===== config.mk =====
export PLATFORM = sky130hd
export DESIGN_NAME = regfile_sequencer_flat
export DESIGN_NICKNAME = d
export VERILOG_FILES = /design/src/rtl/regfile_sequencer_pkg.sv /design/src/rtl/regfile_sequencer_if.sv /design/src/rtl/regfile_sequencer.sv /design/src/flat_wrapper.sv
export SDC_FILE = /design/constraint.sdc
export NUM_CORES = 1
export LEC_CHECK = 0
export ABC_AREA = 0
export ABC_CLOCK_PERIOD_IN_PS = 3000
export BUFFER_PORTS_ARGS = -buffer_cell sky130_fd_sc_hd__buf_2
export CAP_MARGIN = 20
export CORE_UTILIZATION = 51
export CTS_BUF_LIST = sky130_fd_sc_hd__clkbuf_4 sky130_fd_sc_hd__clkbuf_8
export CTS_CLUSTER_DIAMETER = 50
export DETAILED_ROUTE_END_ITERATION = 10
export GPL_TIMING_DRIVEN = 0
export PLACE_DENSITY = 0.87
export SETUP_SLACK_MARGIN = 0.1
export SLEW_MARGIN = 30
export SYNTH_ARGS = -nofsm -noshare
export SYNTH_HDL_FRONTEND = slang
export SYNTH_SLANG_ARGS = --single-unit

===== constraint.sdc =====
create_clock -name CLK -period 3 [get_ports CLK]
set_input_delay 0 -clock CLK [delete_from_list [all_inputs] [get_ports CLK]]
set_output_delay 0 -clock CLK [all_outputs]
set_load 0.01 [all_outputs]

===== src/rtl/regfile_sequencer_pkg.sv =====
// rtl/regfile_sequencer_pkg.sv - shared types and constants for the register-file sequencer
package rf_seq_pkg;

  // Default widths: 32 registers of 32 bits
  localparam int RF_DATA_W = 32;
  localparam int RF_ADDR_W = 5;

  // Sequencer states: one transaction walks IDLE -> READ_A -> READ_B -> WRITE -> IDLE
  typedef enum logic [1:0] {
    IDLE   = 2'b00,
    READ_A = 2'b01,
    READ_B = 2'b10,
    WRITE  = 2'b11
  } state_e;

  // Register-file address-mux select codes (REG_SEL)
  localparam logic [1:0] SEL_SRC_A = 2'b00;
  localparam logic [1:0] SEL_SRC_B = 2'b01;
  localparam logic [1:0] SEL_DST   = 2'b10;
  localparam logic [1:0] SEL_ZERO  = 2'b11;

endpackage


===== src/rtl/regfile_sequencer_if.sv =====
// rtl/regfile_sequencer_if.sv - request, operand and register-file signals of the sequencer
interface regfile_sequencer_if
  import rf_seq_pkg::*;
#(
  parameter int DATA_W = RF_DATA_W,
  parameter int ADDR_W = RF_ADDR_W
) ();

  // Request side (decode/execute control)
  logic              REQ;
  logic [ADDR_W-1:0] RS_A;
  logic [ADDR_W-1:0] RS_B;
  logic [ADDR_W-1:0] RD;
  logic              WB_EN;
  logic [DATA_W-1:0] WB_DATA;
  logic              BUSY;
  logic              DONE;
  logic [DATA_W-1:0] OP_A;
  logic [DATA_W-1:0] OP_B;

  // Register-file side
  logic [DATA_W-1:0] RF_OUT;
  logic [1:0]        REG_SEL;
  logic [ADDR_W-1:0] REG_SRC0;
  logic [ADDR_W-1:0] REG_SRC1;
  logic [ADDR_W-1:0] REG_SRC2;
  logic [ADDR_W-1:0] REG_SRC3;
  logic [DATA_W-1:0] RF_IN;
  logic              N_OE;
  logic              N_WE;

  // Environment view: issues requests and models the register file
  modport master (
    output REQ, RS_A, RS_B, RD, WB_EN, WB_DATA, RF_OUT,
    input  BUSY, DONE, OP_A, OP_B,
    input  REG_SEL, REG_SRC0, REG_SRC1, REG_SRC2, REG_SRC3, RF_IN, N_OE, N_WE
  );

  // Sequencer view
  modport slave (
    input  REQ, RS_A, RS_B, RD, WB_EN, WB_DATA, RF_OUT,
    output BUSY, DONE, OP_A, OP_B,
    output REG_SEL, REG_SRC0, REG_SRC1, REG_SRC2, REG_SRC3, RF_IN, N_OE, N_WE
  );

endinterface


===== src/rtl/regfile_sequencer.sv =====
// rtl/regfile_sequencer.sv - read A, read B, optional write-back sequencer (option: RF_ZERO_REG_EN)
module regfile_sequencer
  import rf_seq_pkg::*;
#(
  parameter int DATA_W = RF_DATA_W,
  parameter int ADDR_W = RF_ADDR_W
) (
  input  logic                CLK,
  input  logic                N_RST,
  regfile_sequencer_if.slave  bus
);

`ifdef RF_ZERO_REG_EN
  // Register 0 is hard-wired to zero: reads return 0, writes are dropped
  localparam bit ZeroReg = 1'b1;
`else
  // Register 0 behaves like any other register
  localparam bit ZeroReg = 1'b0;
`endif

  state_e            state_q;
  logic [1:0]        reg_sel_q;
  logic [ADDR_W-1:0] src0_q;
  logic [ADDR_W-1:0] src1_q;
  logic [ADDR_W-1:0] src2_q;
  logic [DATA_W-1:0] rf_in_q;
  logic              wb_go_q;
  logic              n_oe_q;
  logic              n_we_q;
  logic              done_q;
  logic [DATA_W-1:0] op_a_q;
  logic [DATA_W-1:0] op_b_q;

  // Sequencer FSM; every output is a register updated here
  always_ff @(posedge CLK) begin
    if (N_RST) begin
      state_q   <= IDLE;
      reg_sel_q <= SEL_SRC_A;
      src0_q    <= '0;
      src1_q    <= '0;
      src2_q    <= '0;
      rf_in_q   <= '0;
      wb_go_q   <= 1'b0;
      n_oe_q    <= 1'b1;
      n_we_q    <= 1'b1;
      done_q    <= 1'b0;
      op_a_q    <= '0;
      op_b_q    <= '0;
    end else begin
      // Write strobe and DONE are single-cycle; default them off
      done_q <= 1'b0;
      n_we_q <= 1'b1;
      case (state_q)
        IDLE: begin
          if (bus.REQ) begin
            // Freeze the whole request so later input changes cannot leak in
            src0_q    <= bus.RS_A;
            src1_q    <= bus.RS_B;
            src2_q    <= bus.RD;
            rf_in_q   <= bus.WB_DATA;
            wb_go_q   <= bus.WB_EN && !(ZeroReg && (bus.RD == '0));
            reg_sel_q <= SEL_SRC_A;
            n_oe_q    <= 1'b0;
            state_q   <= READ_A;
          end
        end
        READ_A: begin
          op_a_q    <= (ZeroReg && (src0_q == '0)) ? '0 : bus.RF_OUT;
          reg_sel_q <= SEL_SRC_B;
          n_oe_q    <= 1'b0;
          state_q   <= READ_B;
        end
        READ_B: begin
          // Output enable drops in the same edge the write strobe may rise,
          // so the two are never low together
          op_b_q    <= (ZeroReg && (src1_q == '0)) ? '0 : bus.RF_OUT;
          reg_sel_q <= SEL_DST;
          n_oe_q    <= 1'b1;
          n_we_q    <= !wb_go_q;
          done_q    <= 1'b1;
          state_q   <= WRITE;
        end
        WRITE: begin
          reg_sel_q <= SEL_SRC_A;
          n_oe_q    <= 1'b1;
          state_q   <= IDLE;
        end
        default: begin
          n_oe_q  <= 1'b1;
          state_q <= IDLE;
        end
      endcase
    end
  end

  assign bus.BUSY     = (state_q != IDLE);
  assign bus.DONE     = done_q;
  assign bus.OP_A     = op_a_q;
  assign bus.OP_B     = op_b_q;
  assign bus.REG_SEL  = reg_sel_q;
  assign bus.REG_SRC0 = src0_q;
  assign bus.REG_SRC1 = src1_q;
  assign bus.REG_SRC2 = src2_q;
  assign bus.REG_SRC3 = '0;
  assign bus.RF_IN    = rf_in_q;
  assign bus.N_OE     = n_oe_q;
  assign bus.N_WE     = n_we_q;

`ifdef FORMAL
  // Output enable and write enable are never both active
  a_oe_we_excl: assert property (@(posedge CLK) n_we_q || n_oe_q);

  // DONE is only ever seen in the write phase
  a_done_write: assert property (@(posedge CLK) done_q |-> (state_q == WRITE));

  // A request arriving while busy leaves the latched addresses alone
  a_req_busy_ignored: assert property (@(posedge CLK) disable iff (N_RST)
    (bus.REQ && (state_q != IDLE)) |=>
      ($stable(src0_q) && $stable(src1_q) && $stable(src2_q)));
`endif

endmodule


===== src/flat_wrapper.sv =====
// flat-port wrapper written by rule: the top's interface ports become plain ports
module regfile_sequencer_flat import rf_seq_pkg::*;
#(
  parameter int DATA_W = RF_DATA_W,
  parameter int ADDR_W = RF_ADDR_W
)
  (CLK, N_RST, bus_REQ, bus_RS_A, bus_RS_B, bus_RD, bus_WB_EN, bus_WB_DATA, bus_RF_OUT, bus_BUSY, bus_DONE, bus_OP_A, bus_OP_B, bus_REG_SEL, bus_REG_SRC0, bus_REG_SRC1, bus_REG_SRC2, bus_REG_SRC3, bus_RF_IN, bus_N_OE, bus_N_WE);
  regfile_sequencer_if #(.DATA_W(DATA_W), .ADDR_W(ADDR_W)) bus_i ();
  input  logic CLK;
  input  logic N_RST;
  input wire logic [$bits(bus_i.REQ)-1:0] bus_REQ;
  input wire logic [$bits(bus_i.RS_A)-1:0] bus_RS_A;
  input wire logic [$bits(bus_i.RS_B)-1:0] bus_RS_B;
  input wire logic [$bits(bus_i.RD)-1:0] bus_RD;
  input wire logic [$bits(bus_i.WB_EN)-1:0] bus_WB_EN;
  input wire logic [$bits(bus_i.WB_DATA)-1:0] bus_WB_DATA;
  input wire logic [$bits(bus_i.RF_OUT)-1:0] bus_RF_OUT;
  output wire logic [$bits(bus_i.BUSY)-1:0] bus_BUSY;
  output wire logic [$bits(bus_i.DONE)-1:0] bus_DONE;
  output wire logic [$bits(bus_i.OP_A)-1:0] bus_OP_A;
  output wire logic [$bits(bus_i.OP_B)-1:0] bus_OP_B;
  output wire logic [$bits(bus_i.REG_SEL)-1:0] bus_REG_SEL;
  output wire logic [$bits(bus_i.REG_SRC0)-1:0] bus_REG_SRC0;
  output wire logic [$bits(bus_i.REG_SRC1)-1:0] bus_REG_SRC1;
  output wire logic [$bits(bus_i.REG_SRC2)-1:0] bus_REG_SRC2;
  output wire logic [$bits(bus_i.REG_SRC3)-1:0] bus_REG_SRC3;
  output wire logic [$bits(bus_i.RF_IN)-1:0] bus_RF_IN;
  output wire logic [$bits(bus_i.N_OE)-1:0] bus_N_OE;
  output wire logic [$bits(bus_i.N_WE)-1:0] bus_N_WE;
  assign bus_i.REQ = bus_REQ;
  assign bus_i.RS_A = bus_RS_A;
  assign bus_i.RS_B = bus_RS_B;
  assign bus_i.RD = bus_RD;
  assign bus_i.WB_EN = bus_WB_EN;
  assign bus_i.WB_DATA = bus_WB_DATA;
  assign bus_i.RF_OUT = bus_RF_OUT;
  assign bus_BUSY = bus_i.BUSY;
  assign bus_DONE = bus_i.DONE;
  assign bus_OP_A = bus_i.OP_A;
  assign bus_OP_B = bus_i.OP_B;
  assign bus_REG_SEL = bus_i.REG_SEL;
  assign bus_REG_SRC0 = bus_i.REG_SRC0;
  assign bus_REG_SRC1 = bus_i.REG_SRC1;
  assign bus_REG_SRC2 = bus_i.REG_SRC2;
  assign bus_REG_SRC3 = bus_i.REG_SRC3;
  assign bus_RF_IN = bus_i.RF_IN;
  assign bus_N_OE = bus_i.N_OE;
  assign bus_N_WE = bus_i.N_WE;
  regfile_sequencer #(.DATA_W(DATA_W), .ADDR_W(ADDR_W)) u_core (.CLK(CLK), .N_RST(N_RST), .bus(bus_i));
endmodule

==> key figures <==
Detailed routing
  • Avg WL per Cell: 17.5 µm
  • DRC errors left: 0
  • Remaining antenna violation count: 0
  • Length of the first detailed-routing pass in iterations: 5
  • Routed WL: 15400 µm
  • Mean number of vias per cell: ~5.3
  • Number of vias in the routed layout: 4635
  • Starting DRC count in detailed routing: 210

Logic synthesis
  • Share of the yosys chip area belonging to registers: 55.4%
  • Number of distinct library cells after synthesis: 20
  • Synthesized flop and latch total: ~120
  • Synth Instances: 456
  • Post-Syn Area per Cell: 9.43 µm²
  • Synth warnings: 0
  • Combined area of all synthesized cells: 4300 µm²

Clocking
  • CTS tree: built
  • Total CTS buffers: 17
  • Longest Clk Path Bufs: 2
  • Clock network latency to the later pin of the worst-skew pair: ~0.42 ns
  • Post-cts resize count: 0
  • Clock edge transition at the registers on the reported setup and hold paths: 0.07 ns
  • TritonCTS sink count: about 120
  • Clock root buffer: sky130_fd_sc_hd__clkbuf_8
  • Clock H-tree levels: 4
  • Post-CTS setup buffer count: 0

Worst setup path
  • Kind of cell adding the most delay to the critical path: buffers and inverters
  • Crit-path most repeated cell: sky130_fd_sc_hd__nand2_1
  • Type of element capturing the critical path: flip-flop
  • Peak fanout along the critical path: 10
  • Cell type of the slowest stage on the worst timing path: sky130_fd_sc_hd__dlygate4sd3_1
  • Crit path largest cell delay: slightly above 0.6 ns
  • Critical path class: reg -> reg
  • Critical path arrival: about 2.4 ns
  • Critical path, cell by cell: inv_1, ha_1, nand2_1, buf_4, nand2_1, a21oi_1, dlygate4sd3_1
  • Crit start category: flip-flop
  • Total buffers and inverters traversed by the critical path: 3
  • Required arrival time at the worst endpoint: roughly 3.4 ns

Hold path
  • Classification of the worst-slack hold path: in -> reg

STA
  • Final Hold Fails: 0
  • Time the final worst path needs with I/O delays and setup: 2.07 ns
  • Max Transition Viols Final: 0
  • Max frequency: between 400 and 500 MHz
  • RSZ-0062 raised after global routing: false
  • Slew margin rel.: between 60% and 70%
  • Post-route setup slack: 0.928 ns
  • Worst clock skew: ~0.010 ns
  • Worst-Margin Slew: 0.549 ns
  • Period Utilization, post-route: just under 70%
  • Setup tns final: 0 ns
  • Final setup violating endpoints: 0

Placed design
  • Detailed-placement wirelength estimate: approximately 8300 µm
  • Area after detailed placement: ~5400 µm²
  • Routability-driven placement congestion ratio: 0.805
  • Number of input and output port buffers inserted: 198
  • Placement-stage worst setup slack: around 1.4 ns

Layout
  • Final Net Count: 853
  • Synth-to-layout area growth: 54.5%
  • Most frequent cells in the layout: sky130_fd_sc_hd__buf_2, sky130_fd_sc_hd__dfxtp_1, sky130_fd_sc_hd__nand2_1
  • Share of final-layout standard cells stronger than drive strength 1: between 30% and 40%
  • Count of inserted antenna diode cells: 0
  • Design area: between 6000 and 7000 µm²
  • Final-layout fill cell count: around 450
  • Most frequent standard cell in the layout excluding fill and tap cells: sky130_fd_sc_hd__buf_2

Floorplan
  • Row count: 33
  • Num ports: a little over 200
  • Vert. Die Dim: around 94 µm
  • Initial Util: 52.6%
  • Area of the core: just over 8000 µm²
  • Overall die width: 93.8 µm
  • Die area: slightly below 9000 µm²

GRT
  • Maximum number of pins on one net before global-route repair: 17
  • First-pass GRT wire length: ~23000 µm
  • Gr usage total: a little over a third
  • Initial antenna violation count: 0
  • Global-route congestion overflow total: 0
  • Via count of the first global-routing pass: between 4k and 5k

Power
  • Peak supply drop: roughly 520 µV
  • Leakage power total: between 3 and 4 nW
  • Pwr/cell area: slightly below 800 nW/µm²

Flow run
  • Max-cap viol count: 0

Status
  • Result of the run: complete, no violations
where the power goes:
part | total [mW] | switching [mW] | internal (mW)
registers | 2.07 | 0.183 | 1.89
logic | 1.89 | 1.06 | 0.833
clock network | 1.26 | 0.612 | 0.652
registers in the layout, indices dropped and copies added, names as in the netlist:
signal,cells
u_core.bus.DONE,1
u_core.bus.N_OE,1
u_core.bus.N_WE,1
u_core.bus.OP_A,32
u_core.bus.OP_B,32
u_core.bus.REG_SEL,2
u_core.bus.REG_SRC0,5
u_core.bus.REG_SRC1,5
u_core.bus.REG_SRC2,5
u_core.bus.RF_IN,32
u_core.state_q,2
u_core.wb_go_q,1
cell families after synthesis:
| logic type | after synthesis | synth area share (%) |
|---|---|---|
| buf+inv | 40 | 5.56 |
| compound gates | 50 | 5.93 |
| flops | 119 | 55.4 |
| simple gates | 172 | 15.4 |
| fa+ha+maj | 7 | 2.04 |
| other cells | 1 | 0.0872 |
| mux | 67 | 15.6 |
final cells by class:
cell class,count,area [µm²],share of cell area [%]
Timing Repair Buffer,284,1850,27.9
Buffer,37,228,3.43
Clock inverter,8,50.0,0.753
Multi-Input combinational cell,301,1700,25.5
Clock buffer,22,297,4.46
Sequential cell,119,2380,35.8
Tap cell,105,131,1.98
Inverter,3,11.3,0.169
per-layer routing:
layer	wire, µm	GRT usage (%)	vias to the layer above
li1	-	-	2083
met1	5600	35.4	2188
met2	7880	63.7	291
met3	1280	10.7	73
met4	658	20.4	0
met5	0	0	-
path summary, 6_finish.rpt:
path	start	endpoint	slack [ns]	cells after the start
max	u_core.state_q[0]$_SDFFE_PP0P_	u_core.bus.REG_SRC0[2]$_SDFFE_PP0P_	0.93	7
min	bus_REQ	u_core.state_q[0]$_SDFFE_PP0P_	0.11	4
max reg2reg	u_core.state_q[0]$_SDFFE_PP0P_	u_core.bus.REG_SRC0[2]$_SDFFE_PP0P_	0.93	7
min reg2reg	u_core.wb_go_q$_SDFFE_PP0P_	u_core.bus.N_WE$_SDFF_PP1_	0.42	1
worst register-to-register path, cell delays in order (launching register included):
cell and delay [ns]:
sky130_fd_sc_hd__dfxtp_1 0.40, sky130_fd_sc_hd__inv_1 0.12, sky130_fd_sc_hd__ha_1 0.27, sky130_fd_sc_hd__nand2_1 0.11
sky130_fd_sc_hd__buf_4 0.21, sky130_fd_sc_hd__nand2_1 0.08, sky130_fd_sc_hd__a21oi_1 0.20, sky130_fd_sc_hd__dlygate4sd3_1 0.61
Yosys cell counts:
cell,n,share of area (%)
sky130_fd_sc_hd__conb_1,1,0.087
sky130_fd_sc_hd__nand2b_1,1,0.15
sky130_fd_sc_hd__buf_4,14,2.4
sky130_fd_sc_hd__o21bai_1,1,0.17
sky130_fd_sc_hd__nand2_1,97,8.5
sky130_fd_sc_hd__clkbuf_1,5,0.44
sky130_fd_sc_hd__nand3b_1,1,0.17
sky130_fd_sc_hd__nor2_1,70,6.1
sky130_fd_sc_hd__buf_2,11,1.3
sky130_fd_sc_hd__buf_6,3,0.79
sky130_fd_sc_hd__buf_1,4,0.35
sky130_fd_sc_hd__ha_1,7,2.0
sky130_fd_sc_hd__a211oi_1,1,0.17
sky130_fd_sc_hd__nor3b_1,1,0.17
sky130_fd_sc_hd__and2_4,1,0.20
sky130_fd_sc_hd__mux2i_1,67,16
sky130_fd_sc_hd__a21oi_1,48,5.6
sky130_fd_sc_hd__dfxtp_1,119,55
sky130_fd_sc_hd__nor2b_1,1,0.15
sky130_fd_sc_hd__inv_1,3,0.26
stage by stage:
| stage | instances | power (mW) | hold slack [ns] | utilization [%] |
|---|---|---|---|---|
| after floorplan | 460 | 3.19 | 0.136 | - |
| after global placement | 763 | 3.70 | 0.241 | 66.5 |
| after detailed placement | 763 | 3.78 | 0.247 | 66.5 |
| after CTS | 879 | 5.14 | 0.0757 | 81.3 |
| after global routing | 879 | 5.48 | 0.112 | 81.3 |
| final | 879 | 5.23 | 0.105 | 81.3 |
timing repair:
action / CTS / global route
setup endpoints to repair: 0 / 0
endpoints found under the hold margin: 116 / 0
hold buffers: 86 / 0
No activity file was read; power rests on OpenSTA's default activity.
